$ cat src/rtl/alu_serial_ctrl.sv
// alu_serial_ctrl: bit-serial ALU sequencer driving a shared 1-bit output-select slice (optional ovf output via ALU_SERIAL_OVF_EN)
module alu_serial_ctrl #(
  parameter int WIDTH = 32
) (
  input  logic             clk,
  input  logic             rst,
  input  logic             start,
  input  logic [5:0]       funct,
  input  logic [WIDTH-1:0] dataA,
  input  logic [WIDTH-1:0] dataB,
  output logic [5:0]       slice_sel,
  output logic             slice_and,
  output logic             slice_or,
  output logic             slice_fa,
  output logic             slice_slt,
  input  logic             slice_out,
  output logic             busy,
  output logic             done,
  output logic [WIDTH-1:0] dataOut,
  output logic             zero,
  output logic             illegal
`ifdef ALU_SERIAL_OVF_EN
  ,
  output logic             ovf
`endif
);
  localparam logic [5:0] F_ADD = 6'd32;
  localparam logic [5:0] F_SUB = 6'd34;
  localparam logic [5:0] F_AND = 6'd36;
  localparam logic [5:0] F_OR  = 6'd37;
  localparam logic [5:0] F_SLT = 6'd42;
  localparam int IW = $clog2(WIDTH);
  localparam logic [IW-1:0] LAST = IW'(WIDTH - 1);

  typedef enum logic [1:0] {IDLE, RUN, FIX, DONE} state_t;

  state_t state, nxt;
  logic [WIDTH-1:0] a, b, result;
  logic [IW-1:0] idx;
  logic carry, set, v;
  logic a_i, b_i, maj, sum, accept, inv_in;

  function automatic logic is_legal(input logic [5:0] f);
    return f == F_ADD || f == F_SUB || f == F_AND || f == F_OR || f == F_SLT;
  endfunction

  assign busy   = (state != IDLE) || done;
  assign accept = start && !busy;
  assign inv_in = funct == F_SUB || funct == F_SLT;
  assign a_i    = a[idx];
  assign b_i    = b[idx];
  assign sum    = a_i ^ b_i ^ carry;
  assign maj    = (a_i & b_i) | (carry & (a_i ^ b_i));

  // state register; async reset aborts any in-flight operation
  always_ff @(posedge clk or posedge rst)
    if (rst) state <= IDLE;
    else     state <= nxt;

  // next state: unsupported ops skip straight to DONE, SLT takes one extra FIX cycle
  always_comb begin
    nxt = state == IDLE ? (accept ? (is_legal(funct) ? RUN : DONE) : IDLE)
        : state == RUN  ? (idx == LAST ? (slice_sel == F_SLT ? FIX : DONE) : RUN)
        : state == FIX  ? DONE
        : IDLE;
  end

  // slice candidate bits; all zero outside RUN/FIX
  always_comb begin
    slice_and = state == RUN && (a_i & b_i);
    slice_or  = state == RUN && (a_i | b_i);
    slice_fa  = state == RUN && sum;
    slice_slt = state == FIX && set;
  end

  // operand capture, bit-serial datapath and result publication
  always_ff @(posedge clk or posedge rst)
    if (rst) begin
      a         <= '0;
      b         <= '0;
      result    <= '0;
      idx       <= '0;
      carry     <= 1'b0;
      set       <= 1'b0;
      v         <= 1'b0;
      slice_sel <= '0;
      done      <= 1'b0;
      dataOut   <= '0;
      zero      <= 1'b0;
      illegal   <= 1'b0;
`ifdef ALU_SERIAL_OVF_EN
      ovf       <= 1'b0;
`endif
    end else begin
      done <= state == DONE;
      if (state == IDLE && accept) begin
        a         <= dataA;
        b         <= inv_in ? ~dataB : dataB;
        carry     <= inv_in;
        idx       <= '0;
        result    <= '0;
        slice_sel <= funct;
      end
      if (state == RUN) begin
        result[idx] <= slice_out;
        carry       <= maj;
        idx         <= idx == LAST ? '0 : idx + IW'(1);
        if (idx == LAST) begin
          v   <= carry ^ maj;
          set <= sum ^ carry ^ maj;
        end
      end
      if (state == FIX) result <= {{(WIDTH-1){1'b0}}, slice_out};
      if (state == DONE) begin
        dataOut <= result;
        zero    <= result == '0;
        illegal <= !is_legal(slice_sel);
`ifdef ALU_SERIAL_OVF_EN
        ovf     <= (slice_sel == F_ADD || slice_sel == F_SUB) && v;
`endif
      end
    end
endmodule

$ cat config.mk
export PLATFORM = sky130hd
export DESIGN_NAME = alu_serial_ctrl
export DESIGN_NICKNAME = d
export VERILOG_FILES = /design/src/rtl/alu_serial_ctrl.sv
export SDC_FILE = /design/constraint.sdc
export NUM_CORES = 1
export LEC_CHECK = 0
export ABC_AREA = 1
export CAP_MARGIN = 20
export CORE_MARGIN = 10
export CORE_UTILIZATION = 40
export CTS_CLUSTER_SIZE = 30
export DETAILED_ROUTE_END_ITERATION = 10
export PLACE_DENSITY = 0.63
export SLEW_MARGIN = 40
export SYNTH_ARGS = -nofsm -noshare
export SYNTH_HDL_FRONTEND = slang
export SYNTH_SLANG_ARGS = --single-unit
$ cat constraint.sdc
create_clock -name clk -period 6.15 [get_ports clk]
set_input_delay 0.9225 -clock clk [delete_from_list [all_inputs] [get_ports clk]]
set_output_delay 0.9225 -clock clk [all_outputs]
set_load 0.01 [all_outputs]
==> results_dict.tcl, run 1 <==
set metrics [dict create \
    seq_area_frac_synth 0.503 \
    clk_latency_ns 0.43 \
    grt_antenna_before_repair 0 \
    setup_viol 0 \
    row_count 49 \
    fin_nets 1099 \
    die_w_microns 155 \
    place.gp.congestion 0.813 \
    cts-htree-levels 4 \
    io_buffers 119 \
    vias 5923 \
    wire_per_inst_microns 14.1 \
    syn_area_per_cell_sq_um 7.90 \
    ctsHoldBuffers 0 \
    syn_to_final_growth_pct 26.3 \
    dr_wl_met2_mm 8.07 \
    crit_path_start_kind "register" \
    yosys_warnings 0 \
    peakVddDrop_uv 258 \
    die_h_microns 155 \
    antenna_left 0 \
    viasPerCell 4.71 \
    slew_violations 0 \
    drive_gt1_frac 0.0593 \
    m1WireLength_mm 8.57 \
    clk_path_buf_depth 2 \
    diodes 0 \
    power-per-cell-area_mw_per_mm2 466 \
    cts_inserted_buffers 17 \
    synth_seq_cells 146 \
    dieArea_sq_mm 0.0239 \
    start_util 0.405 \
    status "complete, no violations" \
    ios 120 \
    critPathMaxStageDelay_ns 0.81 \
    hold_viol_final 0 \
    drt_iter0_drc 351 \
    slowest_stage "dfrtp_1" \
    dr_wl_met3_microns 830 \
    post-cts-setup-buffers 0 \
    clock_sinks 146 \
    clkTransAtPathRegs_ns 0.06 \
    critPathKind "register to output port" \
    grt_pass1_vias 5904 \
    grt_pass1_wl_mm 29.8 \
    tightest_slew_ns 0.786 \
    netlist_area_sq_mm 0.00726 \
    core_region_area_sq_mm 0.0179 \
    cts_resized 0 \
    drcViolationCount 0 \
    drt_first_pass_iters 4 \
    synth_nets 1002 \
    path_cells "inv_2, nand3_1, nand2_1, nand2_1, nand2_1, inv_1, nand2_1, nor2_1, fa_1, inv_1, nor2_1, clkdlybuf4s50_1" \
    clockPowerShare 0.245 \
    intPower_uw 2650 \
    cts_tree "built" \
    top_layer "met4" \
    fin_setup_tns_ns 0 \
    finalClockSkew_ns 0.00656 \
    rsz0062_at_grt "false" \
    pwr-share-seq 0.365 \
    p_leak_uw 0.00441 \
    hold_class "register to register" \
    final.fill_count 1744 \
    p_switching_uw 1620 \
    gr-total-overflow 0 \
    grt_max_degree 106 \
    syn_inst 919 \
    post-route-min-period_ns 4.30 \
    end_kind "output port" \
    arrival_ns 3.38 \
    cp.required_ns 5.23 \
    pre_cts_ws_ns 2.24 \
    post-route-period-util 0.699 \
    worst_slack_ns 1.85 \
    synth.distinct_cells 29 \
    grt.total_usage 0.151 \
    dp_hpwl_mm 12.5 \
    max_cap_violations 0 \
    max_slew_margin 0.476 \
    switching_share 0.378 \
    critPathMaxFanout 20 \
    max_freq_mhz 233 \
    postRouteWirelength_mm 17.7 \
    critPathMostFrequentCell "nand2_1" \
    clock_tree.root_cell "clkbuf_16" \
    comb_power_share 0.390 \
]
-- layer usage --
layer / up-vias / track usage
met5: - / 0
met4: 0 / 0.0490
met3: 20 / 0.0438
met2: 107 / 0.237
met1: 2714 / 0.195
li1: 3082 / -
-- per-stage QoR --
stage	instances	instance area, sq um	power, uW	hold WS (ns)	util
after global placement	1226	8580	3230	0.463	0.479
after global routing	1258	9170	4620	0.503	0.512
after CTS	1258	9170	4310	0.483	0.512
final	1258	9170	4270	0.483	0.512
after floorplan	919	7260	2610	0.453	-
after detailed placement	1226	8580	3260	0.466	0.479
-- logic make-up after synthesis --
family | synth area share
AND/OR/NAND/NOR | 0.229
AO/OA/AOI/OAI | 0.118
buffers and inverters | 0.0909
flip-flops | 0.503
XOR/XNOR | 0.0410
adder cells (fa/ha/maj) | 0.0176
-- cell type report --
cell class,instances,area (sq um),share of cell area
timing repair buffer,124,1220,0.133
sequential,146,3650,0.398
inverter,119,462,0.0504
clock inverter,14,153,0.0166
tap,229,287,0.0313
clock buffer,18,439,0.0479
multi-input combinational,608,2950,0.322
-- cells in the final DEF, fill, tap and decap left out, drive strengths merged --
| cell | count |
|---|---|
| nand2 | 310 |
| a31oi | 1 |
| or2 | 1 |
| nand3 | 39 |
| o221ai | 1 |
| nand4 | 8 |
| xnor2 | 1 |
| clkinvlp | 3 |
| ha | 7 |
| fa | 2 |
| clkinv | 4 |
| o22ai | 2 |
| a21oi | 36 |
| clkdlybuf4s50 | 118 |
| nor2 | 27 |
| nor3 | 11 |
| clkbuf | 18 |
| dfrtp | 146 |
| buf | 6 |
| inv | 124 |
| bufinv | 2 |
| o21ai | 129 |
| xor2 | 33 |
-- cells in the mapped netlist --
master | count | area, sq um
nand2_1 | 310 | 1160
dfrtp_1 | 146 | 3650
inv_1 | 110 | 413
o21ai_1 | 79 | 395
o21ai_0 | 50 | 250
nand3_1 | 38 | 190
a21oi_1 | 36 | 180
xor2_1 | 33 | 289
buf_2 | 25 | 125
nor2_1 | 25 | 93.8
clkbuf_1 | 18 | 67.6
ha_1 | 7 | 87.6
inv_2 | 7 | 26.3
nand4_1 | 7 | 43.8
nor3_4 | 6 | 97.6
nor3_1 | 3 | 15.0
buf_1 | 2 | 7.51
fa_1 | 2 | 40.0
inv_4 | 2 | 12.5
nor2_2 | 2 | 12.5
nor3_2 | 2 | 20.0
o22ai_1 | 2 | 12.5
a31oi_1 | 1 | 6.26
buf_4 | 1 | 7.51
nand3_2 | 1 | 10.0
nand4_2 | 1 | 12.5
o221ai_1 | 1 | 8.76
or2_2 | 1 | 6.26
xnor2_1 | 1 | 8.76
-- worst max-delay path, delay by kind of cell (launching register included) --
family	cells	cell delay, ns
DFF	1	0.81
adders and majority gates	1	0.47
buffers and inverters	4	0.94
and+or+nand+nor	7	0.73
-- registers in the layout (all words and copies together), names as in the netlist --
signal,cells
result,32
dataOut,32
done,1
set,1
idx,5
state,2
b,32
zero,1
carry,1
slice_sel,6
illegal,1
a,32
-- final timing paths --
check | start | endpoint | slack, ns | depth (start not counted)
worst max-delay path | idx[1]$_DFFE_PP0P_ | slice_fa | 1.85 | 12
worst min-delay path | dataOut[6]$_DFFE_PP0P_ | dataOut[6]$_DFFE_PP0P_ | 0.48 | 2
worst max register to register | idx[0]$_DFFE_PP0P_ | result[4]$_DFF_PP0_ | 3.72 | 8
worst min register to register | dataOut[6]$_DFFE_PP0P_ | dataOut[6]$_DFFE_PP0P_ | 0.48 | 2
max in group asynchronous | rst | dataOut[19]$_DFFE_PP0P_ | 4.09 | 3
min in group asynchronous | rst | dataOut[3]$_DFFE_PP0P_ | 1.03 | 2
-- power by group through the flow --
stage	Sequential, uW	Combinational [uW]	Clock (uW)
final	1560	1670	1050
after CTS	1560	1690	1060
after global placement	1560	1660	0
after global routing	1610	1910	1100
after floorplan	1560	1050	0
after detailed placement	1570	1680	0
Power figures use the tool's default switching activity.
==> inputs of run 2 (changes only) <==
- clock period: 6.15 -> 4.3 ns (I/O delays scaled with it)
==> results_dict.tcl, run 2 (synthesized netlist as in run 1, its figures left out) <==
set metrics [dict create \
    clk_latency_ns 0.43 \
    cts-htree-levels 4 \
    critPathKind "register to output port" \
    postRouteWirelength_mm 18.0 \
    max_cap_violations 0 \
    setup_viol 0 \
    fin_nets 1107 \
    power-per-cell-area_mw_per_mm2 659 \
    layout_common_cells "310 x nand2_1, 146 x dfrtp_1, 118 x clkdlybuf4s50_1, 109 x inv_1, 79 x o21ai_1" \
    ctsHoldBuffers 0 \
    viasPerCell 4.72 \
    antenna_left 0 \
    ios 120 \
    final_common_cell "nand2_1" \
    peakVddDrop_uv 358 \
    drive_gt1_frac 0.0665 \
    grt_pass1_vias 6169 \
    end_kind "output port" \
    vias 5975 \
    dp_hpwl_mm 13.0 \
    grt.total_usage 0.156 \
    hold_viol_final 0 \
    dieArea_sq_mm 0.0239 \
    clock_tree.root_cell "clkbuf_16" \
    grt_pass1_wl_mm 30.9 \
    syn_to_final_growth_pct 27.3 \
    clock_sinks 146 \
    hold_class "register to register" \
    post-route-min-period_ns 3.92 \
    tightest_slew_ns 0.662 \
    max_freq_mhz 255 \
    drcViolationCount 0 \
    die_h_microns 155 \
    cp.required_ns 3.65 \
    wire_per_inst_microns 14.2 \
    finalClockSkew_ns 0.00634 \
    diodes 0 \
    p_leak_uw 0.00444 \
    gr-total-overflow 0 \
    max_slew_margin 0.557 \
    hold-worst-slack_ns 0.478 \
    place.gp.congestion 0.796 \
    drt_first_pass_iters 4 \
    core_region_area_sq_mm 0.0179 \
    final.fill_count 1790 \
    arrival_ns 3.27 \
    clk_path_buf_depth 2 \
    grt_antenna_before_repair 0 \
    crit_path_start_kind "register" \
    die_w_microns 155 \
    grt_max_degree 74 \
    cts_inserted_buffers 17 \
    io_buffers 119 \
    row_count 49 \
    start_util 0.405 \
    slew_violations 0 \
    status "complete, no violations" \
    critPathMaxFanout 7 \
    rsz0062_at_grt "false" \
    cts_resized 0 \
    post-cts-setup-buffers 0 \
    cts_tree "built" \
    clkTransAtPathRegs_ns 0.06 \
    fin_setup_tns_ns 0 \
    post-route-period-util 0.911 \
    drt_iter0_drc 489 \
]
run 2: final cells by class:
type	instances	area [sq um]	area share
Inverter	119	455	0.0493
Tap cell	229	287	0.0310
Timing Repair Buffer	132	1310	0.142
Clock inverter	15	149	0.0161
Clock buffer	17	425	0.0460
Multi-Input combinational cell	608	2960	0.320
Sequential cell	146	3650	0.395
run 2: stage by stage:
step	utilization	instances	setup WS, ns	cell area [sq um]	power (uW)
4_1_cts	0.516	1266	0.360	9240	6160
3_3_place_gp	0.483	1233	0.826	8640	4640
6_report	0.516	1266	0.383	9240	6080
3_5_place_dp	0.484	1234	0.819	8660	4690
5_1_grt	0.516	1266	0.197	9240	6600
2_1_floorplan	-	919	1.69	7260	3730
run 2: critical path: stages (launching register included):
cell and delay (ns):
dfrtp_1 0.59, inv_2 0.19, nor3_4 0.42, nand2_1 0.10, nand2_1 0.09, inv_1 0.04
nand2_1 0.05, nor2_1 0.08, fa_1 0.51, inv_1 0.04, nor2_1 0.15, clkdlybuf4s50_1 0.58
run 2: worst paths after layout:
path	startpoint	to	slack [ns]	cells past startpoint
setup / recovery	idx[2]$_DFFE_PP0P_	slice_fa	0.38	11
max in group asynchronous	rst	result[1]$_DFF_PP0_	2.85	4
hold / removal	dataOut[10]$_DFFE_PP0P_	dataOut[10]$_DFFE_PP0P_	0.48	2
hold reg to reg	dataOut[10]$_DFFE_PP0P_	dataOut[10]$_DFFE_PP0P_	0.48	2
min in group asynchronous	rst	slice_sel[4]$_DFFE_PP0P_	0.56	2
setup reg to reg	idx[2]$_DFFE_PP0P_	carry$_DFFE_PP0P_	2.04	9
run 2: metal layers:
| metal | vias to the layer above | wire [microns] | GRT usage |
|---|---|---|---|
| met4 | 0 | 210 | 0.0553 |
| met1 | 2737 | 8260 | 0.199 |
| met2 | 127 | 8560 | 0.250 |
| met5 | - | 0 | 0 |
| li1 | 3095 | - | - |
| met3 | 16 | 977 | 0.0402 |
run 2: power breakdown:
part	internal [uW]	total (uW)	leakage [uW]	switching (uW)
Clock	813	1450	0.000276	633
Combinational	1030	2430	0.00238	1400
Sequential	1890	2210	0.00178	311
==> inputs of run 3 (changes only) <==
- clock period: 4.3 -> 5.1 ns (I/O delays scaled with it)
==> results_dict.tcl, run 3 (synthesized netlist as in run 1, its figures left out) <==
set metrics [dict create \
    status "complete, no violations" \
    max_freq_mhz 241 \
    final_common_cell "nand2_1" \
    critPathKind "register to output port" \
    layout_common_cells "310 x nand2_1, 146 x dfrtp_1, 118 x clkdlybuf4s50_1, 109 x inv_1, 79 x o21ai_1" \
    vias 5986 \
    post-cts-setup-buffers 0 \
    grt_pass1_wl_mm 30.3 \
    tightest_slew_ns 0.724 \
    clock_tree.root_cell "clkbuf_16" \
    syn_to_final_growth_pct 26.7 \
    pre_cts_ws_ns 1.36 \
    dp.cells 1228 \
    rsz0062_at_grt "false" \
    dp_hpwl_mm 12.7 \
    power-per-cell-area_mw_per_mm2 566 \
    place.gp.congestion 0.794 \
    io_buffers 119 \
    clk_path_buf_depth 2 \
    fin_nets 1101 \
    hold_class "register to register" \
    finalInstanceArea_sq_mm 0.00920 \
    fin_cells 1260 \
    critPathLaunch "idx[2]$_DFFE_PP0P_" \
    post-route-period-util 0.814 \
    peakVddDrop_uv 325 \
    max_cap_violations 0 \
    cp.required_ns 4.34 \
    drt_iter0_drc 318 \
    grt_antenna_before_repair 0 \
    viasPerCell 4.75 \
    clock_sinks 146 \
    grt_max_degree 71 \
    postRouteWirelength_mm 18.0 \
    ctsHoldBuffers 0 \
    slew_violations 0 \
    fin_setup_tns_ns 0 \
    critPathMaxFanout 7 \
    hold_start "dataOut[25]$_DFFE_PP0P_" \
    finalClockSkew_ns 0.00808 \
    regToRegStartpoint "idx[0]$_DFFE_PP0P_" \
    grt_pass1_vias 5988 \
    grt.total_usage 0.153 \
    final.fill_count 1745 \
    row_count 49 \
    dieArea_sq_mm 0.0239 \
    diodes 0 \
    max_slew_margin 0.515 \
    placed_cell_area_sq_mm 0.00859 \
    ios 120 \
    worst_slack_ns 0.949 \
    core_region_area_sq_mm 0.0179 \
    final_util 0.514 \
    gr-total-overflow 0 \
    cts_tree "built" \
    setup_viol 0 \
    cts-htree-levels 4 \
    wire_per_inst_microns 14.2 \
    hold_viol_final 0 \
    start_util 0.405 \
    cts_inserted_buffers 17 \
    clk_latency_ns 0.43 \
    die_h_microns 155 \
    antenna_left 0 \
    end_kind "output port" \
    drcViolationCount 0 \
    p_leak_uw 0.00442 \
    post-route-min-period_ns 4.15 \
    crit_path_start_kind "register" \
    arrival_ns 3.39 \
    die_w_microns 155 \
    clkTransAtPathRegs_ns 0.06 \
    cts_resized 0 \
    drive_gt1_frac 0.0601 \
    drt_first_pass_iters 5 \
]
==> run 3: cell type report <==
| type | count | area [sq um] | share of cell area |
|---|---|---|---|
| repair buffers | 126 | 1240 | 0.135 |
| inverters | 119 | 459 | 0.0499 |
| well taps | 229 | 287 | 0.0312 |
| multi-input cells | 608 | 2950 | 0.321 |
| clock inverters | 14 | 178 | 0.0193 |
| flip-flops and latches | 146 | 3650 | 0.397 |
| clock buffers | 18 | 429 | 0.0467 |
==> run 3: worst max-delay path, stage by stage, from the launching register on <==
cell             delay [ns]
dfrtp_1                0.60
inv_2                  0.20
nor3_2                 0.48
nand2_1                0.12
nand2_1                0.10
inv_1                  0.04
nand2_1                0.05
nor2_1                 0.08
fa_1                   0.51
inv_1                  0.04
nor2_1                 0.14
clkdlybuf4s50_1        0.59
==> run 3: metal layers <==
layer / global-route usage / routed length (microns)
met1: 0.199 / 8270
met2: 0.245 / 8470
met3: 0.0433 / 977
met4: 0.0432 / 233
met5: 0 / 0
==> run 3: worst paths after layout <==
kind	to	slack (ns)	depth (start not counted)
worst max-delay path	slice_fa	0.95	11
worst min-delay path	dataOut[25]$_DFFE_PP0P_	0.48	2
worst max register to register	result[28]$_DFF_PP0_	2.66	8
worst min register to register	dataOut[25]$_DFFE_PP0P_	0.48	2
max in group asynchronous	idx[3]$_DFFE_PP0P_	3.31	3
min in group asynchronous	dataOut[0]$_DFFE_PP0P_	0.82	2
==> run 3: per-stage QoR <==
| stage | total power (uW) | hold WS [ns] |
|---|---|---|
| after floorplan | 3140 | 0.453 |
| after global placement | 3910 | 0.461 |
| after detailed placement | 3960 | 0.467 |
| after CTS | 5260 | 0.484 |
| after global routing | 5630 | 0.506 |
| final | 5200 | 0.478 |
==> run 3: report_power, final <==
group / internal (uW) / leakage (uW) / switching, uW / total, uW
Combinational: 872 / 0.00235 / 1180 / 2050
Clock: 775 / 0.000284 / 514 / 1290
Sequential: 1600 / 0.00178 / 262 / 1860
Total: 3250 / 0.00442 / 1960 / 5200
